**src/rtl/nsa_pkg.sv**
```systemverilog
// Shared definitions for the nibble-serial adder controller: FSM encoding,
// slice width and the signed-overflow helper.
package nsa_pkg;

    typedef enum logic [1:0] {
        IDLE = 2'b00,
        RUN  = 2'b01,
        DONE = 2'b10
    } nsa_state_t;

    localparam int NIBBLE_W = 4;

    // Two's-complement overflow: like-signed operands yielding an opposite-signed sum
    function automatic logic signed_ovf(input logic a_msb, input logic b_msb, input logic s_msb);
        return (a_msb == b_msb) && (s_msb != a_msb);
    endfunction

endpackage

```
**src/rtl/ripple_carry_4_bit_adder.sv**
```systemverilog
// 4-bit ripple-carry adder slice shared by the serial controller.
module ripple_carry_4_bit_adder (
    output logic [3:0] S,
    output logic       C4,
    input  logic [3:0] A,
    input  logic [3:0] B,
    input  logic       C0
);

    logic [4:0] w_c;

    assign w_c[0] = C0;

    genvar gi;
    generate
        for (gi = 0; gi < 4; gi++) begin : g_fa
            assign S[gi]     = A[gi] ^ B[gi] ^ w_c[gi];
            assign w_c[gi+1] = (A[gi] & B[gi]) | (w_c[gi] & (A[gi] ^ B[gi]));
        end
    endgenerate

    assign C4 = w_c[4];

endmodule

```
**src/rtl/nibble_serial_adder_ctrl.sv**
```systemverilog
// Multi-precision add/subtract sequencer time-multiplexing one 4-bit adder, LSB nibble first.
// Optional subtract support is built when NSA_SUB_EN is defined.
module nibble_serial_adder_ctrl
    import nsa_pkg::*;
#(
    parameter int NIBBLES = 4
) (
    input  logic                        clk,
    input  logic                        rst_n,
    input  logic                        start,
    input  logic [NIBBLES*NIBBLE_W-1:0] a,
    input  logic [NIBBLES*NIBBLE_W-1:0] b,
    input  logic                        sub,
    output logic                        busy,
    output logic                        done,
    output logic [NIBBLES*NIBBLE_W-1:0] s,
    output logic                        cout,
    output logic                        ovf
);

    localparam int W     = NIBBLES * NIBBLE_W;
    localparam int CNT_W = (NIBBLES > 1) ? $clog2(NIBBLES) : 1;
    localparam logic [CNT_W-1:0] LAST_CNT = CNT_W'(NIBBLES - 1);

    nsa_state_t r_state;
    nsa_state_t w_state_nxt;

    logic [W-1:0]     r_a;
    logic [W-1:0]     r_b;
    logic [W-1:0]     r_acc;
    logic [W-1:0]     r_s;
    logic [CNT_W-1:0] r_cnt;
    logic             r_carry;
    logic             r_a_msb;
    logic             r_b_msb;
    logic             r_cout;
    logic             r_ovf;
    logic             r_busy;
    logic             r_done;

    logic [W-1:0]     w_beff;
    logic             w_cin;
    logic [3:0]       w_sum;
    logic             w_c4;
    logic [W+3:0]     w_cat;
    logic [W-1:0]     w_acc_nxt;

`ifdef NSA_SUB_EN
    assign w_beff = sub ? ~b : b;
    assign w_cin  = sub;
`else
    // sub has no effect in add-only builds; it is folded away here
    assign w_beff = b;
    assign w_cin  = 1'b0 & sub;
`endif

    ripple_carry_4_bit_adder u_adder (
        .S  (w_sum),
        .C4 (w_c4),
        .A  (r_a[3:0]),
        .B  (r_b[3:0]),
        .C0 (r_carry)
    );

    // New sum nibble enters at the top so the LSB nibble ends up at the bottom
    assign w_cat     = {w_sum, r_acc};
    assign w_acc_nxt = w_cat[W+3:NIBBLE_W];

    // State register
    always_ff @(posedge clk or negedge rst_n) begin
        if (!rst_n) begin
            r_state <= IDLE;
        end else begin
            r_state <= w_state_nxt;
        end
    end

    // Next-state logic
    always_comb begin
        w_state_nxt = r_state;
        case (r_state)
            IDLE: begin
                if (start) begin
                    w_state_nxt = RUN;
                end else begin
                    w_state_nxt = IDLE;
                end
            end
            RUN: begin
                if (r_cnt == LAST_CNT) begin
                    w_state_nxt = DONE;
                end else begin
                    w_state_nxt = RUN;
                end
            end
            DONE:    w_state_nxt = IDLE;
            default: w_state_nxt = IDLE;
        endcase
    end

    // Operand capture, nibble datapath and result registers
    always_ff @(posedge clk or negedge rst_n) begin
        if (!rst_n) begin
            r_a     <= '0;
            r_b     <= '0;
            r_acc   <= '0;
            r_s     <= '0;
            r_cnt   <= '0;
            r_carry <= 1'b0;
            r_a_msb <= 1'b0;
            r_b_msb <= 1'b0;
            r_cout  <= 1'b0;
            r_ovf   <= 1'b0;
            r_busy  <= 1'b0;
            r_done  <= 1'b0;
        end else begin
            r_busy <= (w_state_nxt != IDLE);
            r_done <= (w_state_nxt == DONE);
            case (r_state)
                IDLE: begin
                    if (start) begin
                        r_a     <= a;
                        r_b     <= w_beff;
                        r_carry <= w_cin;
                        r_cnt   <= '0;
                        r_a_msb <= a[W-1];
                        r_b_msb <= w_beff[W-1];
                    end
                end
                RUN: begin
                    r_acc   <= w_acc_nxt;
                    r_a     <= r_a >> NIBBLE_W;
                    r_b     <= r_b >> NIBBLE_W;
                    r_carry <= w_c4;
                    r_cnt   <= r_cnt + CNT_W'(1);
                    if (r_cnt == LAST_CNT) begin
                        r_s    <= w_acc_nxt;
                        r_cout <= w_c4;
                        r_ovf  <= signed_ovf(r_a_msb, r_b_msb, w_sum[3]);
                    end
                end
                DONE: begin
                    r_cnt <= '0;
                end
                default: begin
                    r_cnt <= '0;
                end
            endcase
        end
    end

    assign busy = r_busy;
    assign done = r_done;
    assign s    = r_s;
    assign cout = r_cout;
    assign ovf  = r_ovf;

endmodule

```
**config.mk**
```make
export PLATFORM = sky130hd
export DESIGN_NAME = nibble_serial_adder_ctrl
export DESIGN_NICKNAME = d
export VERILOG_FILES = /design/src/rtl/nsa_pkg.sv /design/src/rtl/ripple_carry_4_bit_adder.sv /design/src/rtl/nibble_serial_adder_ctrl.sv
export SDC_FILE = /design/constraint.sdc
export NUM_CORES = 1
export LEC_CHECK = 0
export BUFFER_PORTS_ARGS = -buffer_cell sky130_fd_sc_hd__buf_4
export CAP_MARGIN = 10
export CORE_MARGIN = 2
export CORE_UTILIZATION = 40
export CTS_CLUSTER_DIAMETER = 30
export DETAILED_ROUTE_END_ITERATION = 10
export PLACE_DENSITY_LB_ADDON = 0.25
export SLEW_MARGIN = 5
export SYNTH_ARGS = -nofsm -noshare
export SYNTH_HDL_FRONTEND = slang
export SYNTH_SLANG_ARGS = --single-unit
```
**constraint.sdc**
```tcl
create_clock -name clk -period 4 [get_ports clk]
set_input_delay 0.2 -clock clk [delete_from_list [all_inputs] [get_ports clk]]
set_output_delay 0.2 -clock clk [all_outputs]
set_load 0.02 [all_outputs]
```
# Word level (Yosys, flattened, before mapping)
# Index checks and enable logic that the tools add are counted.
dict set report totals {
  input_bits 36
  output_inout_bits 20
  ramBits 0
  elab_cells 58
  mem_bits_ro 0
  latch_bits 0
  register_bits 75
  mem_count 0
}
dict set report op_classes {
  shifts 0
  mul 0
  reduce_logical 7
  mux 11
  n_lt_le_gt_ge 0
  n_addsub 1
  n_bitwise 20
  div_mod_pow 0
  eq_ne 6
}
# op n
set op_table {}
lappend op_table {{case mux 16 bit (2 select lines)} 2}
lappend op_table {{2-to-1 mux 16 bit} 2}
lappend op_table {{AND 1 bit} 8}
lappend op_table {{case mux 2 bit (2 select lines)} 2}
lappend op_table {{XOR 1 bit} 8}
lappend op_table {{AND reduction 2 bit} 3}
lappend op_table {{equality test 2 bit, second input constant} 2}
lappend op_table {{2-to-1 mux 2 bit} 2}
lappend op_table {{bitwise OR 1 bit} 4}
lappend op_table {{nonzero test 2 bit} 2}
lappend op_table {{adder 2 x 1 -> 2 bit, second input constant} 1}
lappend op_table {{equality test 2 x 1 -> 1 bit, second input constant} 1}
lappend op_table {{logical NOT 2 bit} 1}
lappend op_table {{2-to-1 mux 1 bit} 2}
lappend op_table {{!= test 2 bit, second input constant} 1}
lappend op_table {{case mux 1 bit (2 select lines)} 1}
lappend op_table {{equality test 1 bit} 1}
lappend op_table {{logical AND 1 bit} 1}
lappend op_table {{!= test 1 bit} 1}

# Logic depth before layout (Yosys ltp)
# Gate-level depths: netlist of run 1.
dict set report depth {
  ltp_word 10
  mapped_depth 10
}

# Hierarchy
# Synthesis of run 1 repeated with hierarchy kept, for this count alone.
dict set report hier_totals {
  hier_cells 250
  hier_area_um2 2999.1
}
# module instances area_per_inst_um2 seq_area_each_um2 cells_each
set modules_own_cells {}
lappend modules_own_cells {nibble_serial_adder_ctrl 1 2881.5 1776.7 236}
lappend modules_own_cells {ripple_carry_4_bit_adder 1 117.6 0.0 14}

# Worst setup path before layout of run 1
# No wires, ideal clock.
dict set report synth_timing {
  path_kind {reg-to-reg}
  startpoint {register r_a[0]}
  endpoint {register r_ovf, in the netlist ovf}
  n_path_buf 0
  setup_time_ps 135
  path_slack_ps 1654
  t_arrival_ps 2211
  required_time_ps 3865
  stages_incl_launch_ff 11
  period_less_slack_ps 2346
  path_cell_list {dfrtp_1 > fa_1 > inv_1 > fa_1 > inv_1 > fa_1 > inv_1 > fa_1 > and3_1 > nor2_1 > o21ai_0}
}
dict set report synth_via {
  elab_chain_len 10
  word_cells_on_any_way 11
  cone_classes {eq/ne: 1; bitwise: 9; reduce/logical: 1}
}
# element line
set synth_rtl {}
lappend synth_rtl {{from (decl)} nibble_serial_adder_ctrl.sv:28} ;# logic [W-1:0] r_a;
lappend synth_rtl {{from (signal assigned)} nibble_serial_adder_ctrl.sv:132} ;# r_a <= r_a >> NIBBLE_W;
lappend synth_rtl {{XOR 1 bit} ripple_carry_4_bit_adder.sv:18} ;# assign w_c[gi+1] = (A[gi] & B[gi]) | (w_c[gi] & (A[gi] ^ B[gi]));
lappend synth_rtl {{AND 1 bit} ripple_carry_4_bit_adder.sv:18}
lappend synth_rtl {{bitwise OR 1 bit *} ripple_carry_4_bit_adder.sv:18}
lappend synth_rtl {{AND 1 bit *} ripple_carry_4_bit_adder.sv:18}
lappend synth_rtl {{bitwise OR 1 bit *} ripple_carry_4_bit_adder.sv:18}
lappend synth_rtl {{AND 1 bit *} ripple_carry_4_bit_adder.sv:18}
lappend synth_rtl {{bitwise OR 1 bit *} ripple_carry_4_bit_adder.sv:18}
lappend synth_rtl {{XOR 1 bit *} ripple_carry_4_bit_adder.sv:17} ;# assign S[gi] = A[gi] ^ B[gi] ^ w_c[gi];
lappend synth_rtl {{!= test 1 bit *} nsa_pkg.sv:15} ;# return (a_msb == b_msb) && (s_msb != a_msb);
lappend synth_rtl {{logical AND 1 bit *} nsa_pkg.sv:15}
lappend synth_rtl {{to (signal assigned)} nibble_serial_adder_ctrl.sv:139} ;# r_ovf <= signed_ovf(r_a_msb, r_b_msb, w_sum[3]);
lappend synth_rtl {{to (decl)} nibble_serial_adder_ctrl.sv:37} ;# logic r_ovf;
# Mark *: on every way between the ends. The rest lies on a longest branch, timed or not.
# A chain may end at the register's enable or synchronous reset.

# Worst setup path in the final report of run 1
dict set report layout_timing {
  startpoint {register r_state[0]}
  endpoint {register r_acc[12]}
}
dict set report layout_via {
  elab_chain_len 1
}
# element line
set layout_rtl {}
lappend layout_rtl {{from (decl)} nibble_serial_adder_ctrl.sv:25} ;# nsa_state_t r_state;
lappend layout_rtl {{from (signal assigned)} nibble_serial_adder_ctrl.sv:74} ;# r_state <= w_state_nxt;
lappend layout_rtl {{equality test 2 x 1 -> 1 bit} nibble_serial_adder_ctrl.sv:119} ;# case (r_state)
lappend layout_rtl {{to (signal assigned)} nibble_serial_adder_ctrl.sv:131} ;# r_acc <= w_acc_nxt;
lappend layout_rtl {{to (decl)} nibble_serial_adder_ctrl.sv:30} ;# logic [W-1:0] r_acc;
# No other way between the ends.

==> results_dict.tcl, run 1 <==
set metrics [dict create \
    rr_startpoint "r_state[0]" \
    cts_setup_buffers 0 \
    slew_violations 0 \
    syn_avg_cell_area_um2 13.2 \
    design_area_um2 3680 \
    synth_top_family_by_area "compound AO/OA/AOI/OAI gates" \
    die_h_um 90.3 \
    ir_drop_mv 0.337 \
    dpl.cell_count 364 \
    numCtsBuffers 9 \
    wl_mm 5.63 \
    path_clk_slew_ns 0.07 \
    synth_flop_cell "dfrtp_1" \
    synth_seq_cells 71 \
    leakage_nw 1.72 \
    finalCritPeriodShare_pct 64.4 \
    cts_resized 0 \
    p_per_area_nw_per_um2 844 \
    avgViaCountPerCell 5.08 \
    grt_first_pass_wirelength_mm 9.56 \
    fin_skew_ns 0.00751 \
    io_pins 56 \
    synth_simple_gate_area_share_pct 4.70 \
    crit_start "r_state[0]" \
    die_w_um 90.3 \
    yosysTopAreaCell "dfrtp_1" \
    dp_hpwl_mm 3.59 \
    first_pass_iters 4 \
    drc_errors 0 \
    rsz0062_at_grt "no" \
    first_global_vias 1910 \
    n_antenna_cell 0 \
    syn_nets 267 \
    core_region_area_um2 7250 \
    hold_buffers 0 \
    gp_congestion 0.690 \
    final_util_pct 50.8 \
    io_buffers 54 \
    worst_pin_slew_ns 1.11 \
    hold_violations 58 \
    finalSetupViolations 0 \
    fillers 687 \
    htree_levels 3 \
    worstPathRequired_ns 4.22 \
    vias 1925 \
    fin_setup_tns_ns 0 \
    synth_xor_area_share_pct 0 \
    yosys_warnings 0 \
    grt_max_degree 72 \
    antenna_found_initial 0 \
    drt-initial-drc-count 167 \
    clock_path_buffers 2 \
    crit_type "register to register" \
    netlist_area_um2 2980 \
    relSlewSlack_pct 25.8 \
    synth_compound_area_share_pct 16.4 \
    postRouteAntennaNets 0 \
    worstPathArrival_ns 2.80 \
    fin_hold_ws_ns -0.0273 \
    start_kind "register" \
    synth_enable_flop_cells 0 \
    track_usage_pct 15.1 \
    drv_cap 0 \
    clock_latency_ns 0.34 \
    placedInstanceArea_um2 3420 \
    cts.sinks 71 \
    final_cells 379 \
    num_rows 31 \
    outcome "finished, violations left" \
    synth_common_cells "71 x dfrtp_1, 25 x a22oi_1, 20 x o2bb2ai_1" \
    cts_root_buffer "clkbuf_8" \
    async_flop_share_pct 100 \
    netlist_instances 226 \
    yosysTopAreaCellShare_pct 59.6 \
    yosysSeqAreaShare_pct 59.6 \
    endpoint_kind "register" \
    violations "negative hold slack" \
    yosysMostFrequentCell "dfrtp_1" \
    layout.nets 317 \
    start_util_pct 41.1 \
    synth_cell_types 29 \
    min_path_type "primary input to async pin" \
    drive_gt1_share_pct 33.2 \
    cts_tree "built" \
    die_area_um2 8160 \
    wl_per_cell_um 14.9 \
    fmax_mhz 388 \
    gr-total-overflow 0 \
    cp_max_fo 32 \
    muxShareOfSynthArea_pct 11.4 \
    area_growth_pct 23.5 \
    synthAdderAreaFrac_pct 3.11 \
    synth_area_leaders "dfrtp_1 60%, a22oi_1 6.3%, o2bb2ai_1 5.9%" \
    finalCriticalPeriod_ns 2.57 \
]
worst max-delay path, cell delays in order, from the launching register on:
cell	delay, ns
dfrtp_1	1.08
nand2b_1	0.81
mux2_1	0.55
routing by layer:
metal / track usage [%] / vias to the layer above / routed length (um)
li1: - / 918 / -
met1: 21.4 / 947 / 2710
met2: 21.9 / 52 / 2580
met3: 5.59 / 8 / 281
met4: 3.85 / 0 / 55
met5: 0 / - / 0
area by class of cell:
cell class / count / area [um^2] / share of cell area, %
Timing Repair Buffer: 56 / 420 / 11.4
Multi-Input combinational cell: 127 / 1060 / 28.8
Inverter: 11 / 41.3 / 1.12
Clock buffer: 9 / 124 / 3.37
Clock inverter: 6 / 134 / 3.64
Tap cell: 99 / 124 / 3.37
Sequential cell: 71 / 1780 / 48.3
path summary, 6_finish.rpt:
kind                       depth (start not counted)         to  slack [ns]
hold reg to reg                                    2        ovf        0.49
max in group asynchronous                          1    r_b[12]        3.46
setup / recovery                                   2  r_acc[12]        1.43
hold / removal                                     1       s[6]       -0.03
setup reg to reg                                   2  r_acc[12]        1.43
min in group clk                                   3    r_b[13]        0.06
state kept, by name (all words and copies together), names as in the netlist:
name and flops:
r_b_msb 1, r_carry 1, ovf 1, done 1, r_state 2, r_a 16
r_acc 12, r_a_msb 1, r_b 16, cout 1, busy 1, s 16
r_cnt 2
power by group:
group          total (W)  internal (W)  switching, W
clock           0.000736      0.000474      0.000263
combinational    0.00108      0.000553      0.000532
sequential       0.00129       0.00104      0.000250
total            0.00311       0.00206       0.00104
layout by cell type, fill, tap and decap left out, types with 2 or more instances in the layout:
cell type / n
mux2_1: 7
clkbuf_8: 9
mux2_2: 9
o22ai_1: 5
nand2_1: 19
dfrtp_1: 71
fa_1: 4
mux2_4: 10
o2bb2ai_1: 20
bufinv_16: 4
o21ai_0: 11
nor2_1: 4
a22oi_1: 25
buf_4: 56
a22o_1: 2
inv_1: 11
metrics by stage:
step / total power [W] / setup slack (ns)
floorplan: 0.00205 / 1.65
global placement: 0.00237 / 1.44
detailed placement: 0.00240 / 1.43
CTS: 0.00314 / 1.41
global route: 0.00331 / 1.21
finish: 0.00311 / 1.43
cells by family after synthesis:
| group | count (synthesis) |
|---|---|
| flops | 71 |
| simple gates | 29 |
| buf+inv | 28 |
| mux | 27 |
| fa+ha+maj | 5 |
| compound gates | 66 |
No activity file was read; power rests on OpenSTA's default activity.
==> run 2, diff against run 1 <==
- ABC_AREA: default -> 1
- clock period: 4 -> 2.6 ns (I/O delays scaled with it)
==> results_dict.tcl, run 2 <==
set metrics [dict create \
    dp_hpwl_mm 4.15 \
    fin_skew_ns 0.0113 \
    p_int_w 0.00285 \
    postRouteAntennaNets 0 \
    drv_cap 0 \
    synth_flop_cell "dfrtp_1" \
    yosysTopAreaCell "dfrtp_1" \
    rsz0062_at_grt "no" \
    crit_type "register to register" \
    netlist_area_um2 3200 \
    die_h_um 93.5 \
    drive_gt1_share_pct 19.2 \
    cts_resized 0 \
    start_kind "register" \
    io_pins 56 \
    cp_max_fo 4 \
    fmax_mhz 427 \
    synth_area_leaders "dfrtp_1 56%, nand2_1 21%, nand3_1 5.2%" \
    p_sw_w 0.00190 \
    yosysSeqAreaShare_pct 55.5 \
    finalSetupViolations 0 \
    gp_congestion 0.733 \
    io_buffers 54 \
    worst_pin_slew_ns 0.884 \
    setup_slack_ns 0.257 \
    mostFrequentLayoutCells "182 x nand2_1, 71 x dfrtp_1, 58 x buf_4" \
    r2r_setup_slack_ns 0.26 \
    reg2reg_depth 11 \
    n_antenna_cell 0 \
    outcome "finished clean" \
    worstPathArrival_ns 2.58 \
    drt-initial-drc-count 144 \
    track_usage_pct 16.0 \
    clock_latency_ns 0.34 \
    relSlewSlack_pct 41.0 \
    start_util_pct 41.4 \
    htree_levels 3 \
    rr_endpoint "ovf" \
    post-place-ws_ns 0.250 \
    yosysTopAreaCellShare_pct 55.5 \
    leakage_nw 2.09 \
    die_area_um2 8730 \
    netSwitchingFraction_pct 40.0 \
    worstPathRequired_ns 2.84 \
    cts_root_buffer "clkbuf_8" \
    endpoint_kind "register" \
    p_seq_share_pct 38.3 \
    first_global_vias 2411 \
    synth_seq_cells 71 \
    finalCriticalPeriod_ns 2.34 \
    p_clk_share_pct 21.1 \
    netlist_instances 375 \
    yosysMostFrequentCell "nand2_1" \
    async_flop_share_pct 100 \
    layout.nets 468 \
    area_growth_pct 20.9 \
    grt_max_degree 72 \
    avgViaCountPerCell 4.64 \
    fillers 757 \
    antenna_found_initial 0 \
    hold_buffers 2 \
    vias 2479 \
    syn_avg_cell_area_um2 8.53 \
    yosys_warnings 0 \
    syn_nets 416 \
    rr_startpoint "r_a[0]" \
    clock_path_buffers 2 \
    core_region_area_um2 7730 \
    synth_cell_types 20 \
    first_pass_iters 4 \
    wl_mm 6.33 \
    gr-total-overflow 0 \
    finalCritPeriodShare_pct 90.1 \
    grt_first_pass_wirelength_mm 11.0 \
    path_clk_slew_ns 0.08 \
    hold_violations 0 \
    p_per_area_nw_per_um2 1230 \
    min_path_type "primary input to register" \
    slew_violations 0 \
    cts.sinks 71 \
    synth_common_cells "182 x nand2_1, 71 x dfrtp_1, 33 x nand3_1" \
    cts_setup_buffers 0 \
    ir_drop_mv 0.527 \
    numCtsBuffers 9 \
    synth_enable_flop_cells 0 \
    drc_errors 0 \
    final_common_cell "nand2_1" \
    num_rows 32 \
    crit_start "r_a[0]" \
    endpoint "ovf" \
    fin_setup_tns_ns 0 \
    cts_tree "built" \
    wl_per_cell_um 11.8 \
    p_comb_share_pct 40.6 \
    die_w_um 93.5 \
]
==> run 2: cell families after synthesis <==
family          count (synthesis)  share of synthesized area, %
compound gates                 33                          5.51
buf+inv                        44                          7.94
flops                          71                          55.5
simple gates                  222                          28.1
fa+ha+maj                       5                          2.89
==> run 2: worst max-delay path: stages, from the launching register on <==
cell	delay, ns
dfrtp_1	0.41
fa_1	0.43
inv_1	0.08
fa_1	0.16
inv_1	0.05
fa_1	0.35
inv_1	0.07
fa_1	0.45
nand3_1	0.11
nand2_1	0.05
nand2_1	0.05
nand2_1	0.04
==> run 2: worst min path at each step <==
stage / end / depth (start not counted) / from
after floorplan: busy / 0 / rst_n
after global placement: s[0] / 1 / rst_n
after detailed placement: s[0] / 1 / rst_n
after CTS: r_a[14] / 3 / a[14]
after global routing: r_a[14] / 3 / a[14]
final: r_b[12] / 3 / b[12]
==> run 2: through the flow <==
stage / hold WS [ns] / power [W] / cells / cell area, um^2 / util [%]
global placement: 0.311 / 0.00376 / 516 / 3620 / 46.8
floorplan: -0.166 / 0.00332 / 375 / 3200 / -
CTS: 0.00562 / 0.00483 / 534 / 3870 / 50.1
global route: 0.0161 / 0.00519 / 534 / 3870 / 50.1
detailed placement: 0.315 / 0.00382 / 516 / 3620 / 46.8
finish: 0.0198 / 0.00475 / 534 / 3870 / 50.1
==> run 2: final cells by class <==
| type | count | area [um^2] | area share (%) |
|---|---|---|---|
| Inverter | 25 | 110 | 2.85 |
| Timing Repair Buffer | 60 | 455 | 11.8 |
| Clock inverter | 6 | 91.3 | 2.36 |
| Tap cell | 102 | 128 | 3.30 |
| Clock buffer | 10 | 138 | 3.56 |
| Sequential cell | 71 | 1780 | 45.9 |
| Multi-Input combinational cell | 260 | 1170 | 30.2 |
==> run 2: power by group through the flow <==
stage | sequential, W | clock [W] | combinational [W]
after global routing | 0.00188 | 0.00107 | 0.00224
after detailed placement | 0.00184 | 0 | 0.00197
after global placement | 0.00183 | 0 | 0.00194
final | 0.00182 | 0.00100 | 0.00193
after floorplan | 0.00195 | 0 | 0.00137
after CTS | 0.00182 | 0.00102 | 0.00198
==> run 2: layer usage <==
layer	vias to the layer above	share of wire, %	GRT usage, %
li1	1266	-	-
met1	1145	46	20.2
met2	62	48	26.6
met5	-	0	0
met4	0	0.93	4.66
met3	6	5.6	4.67
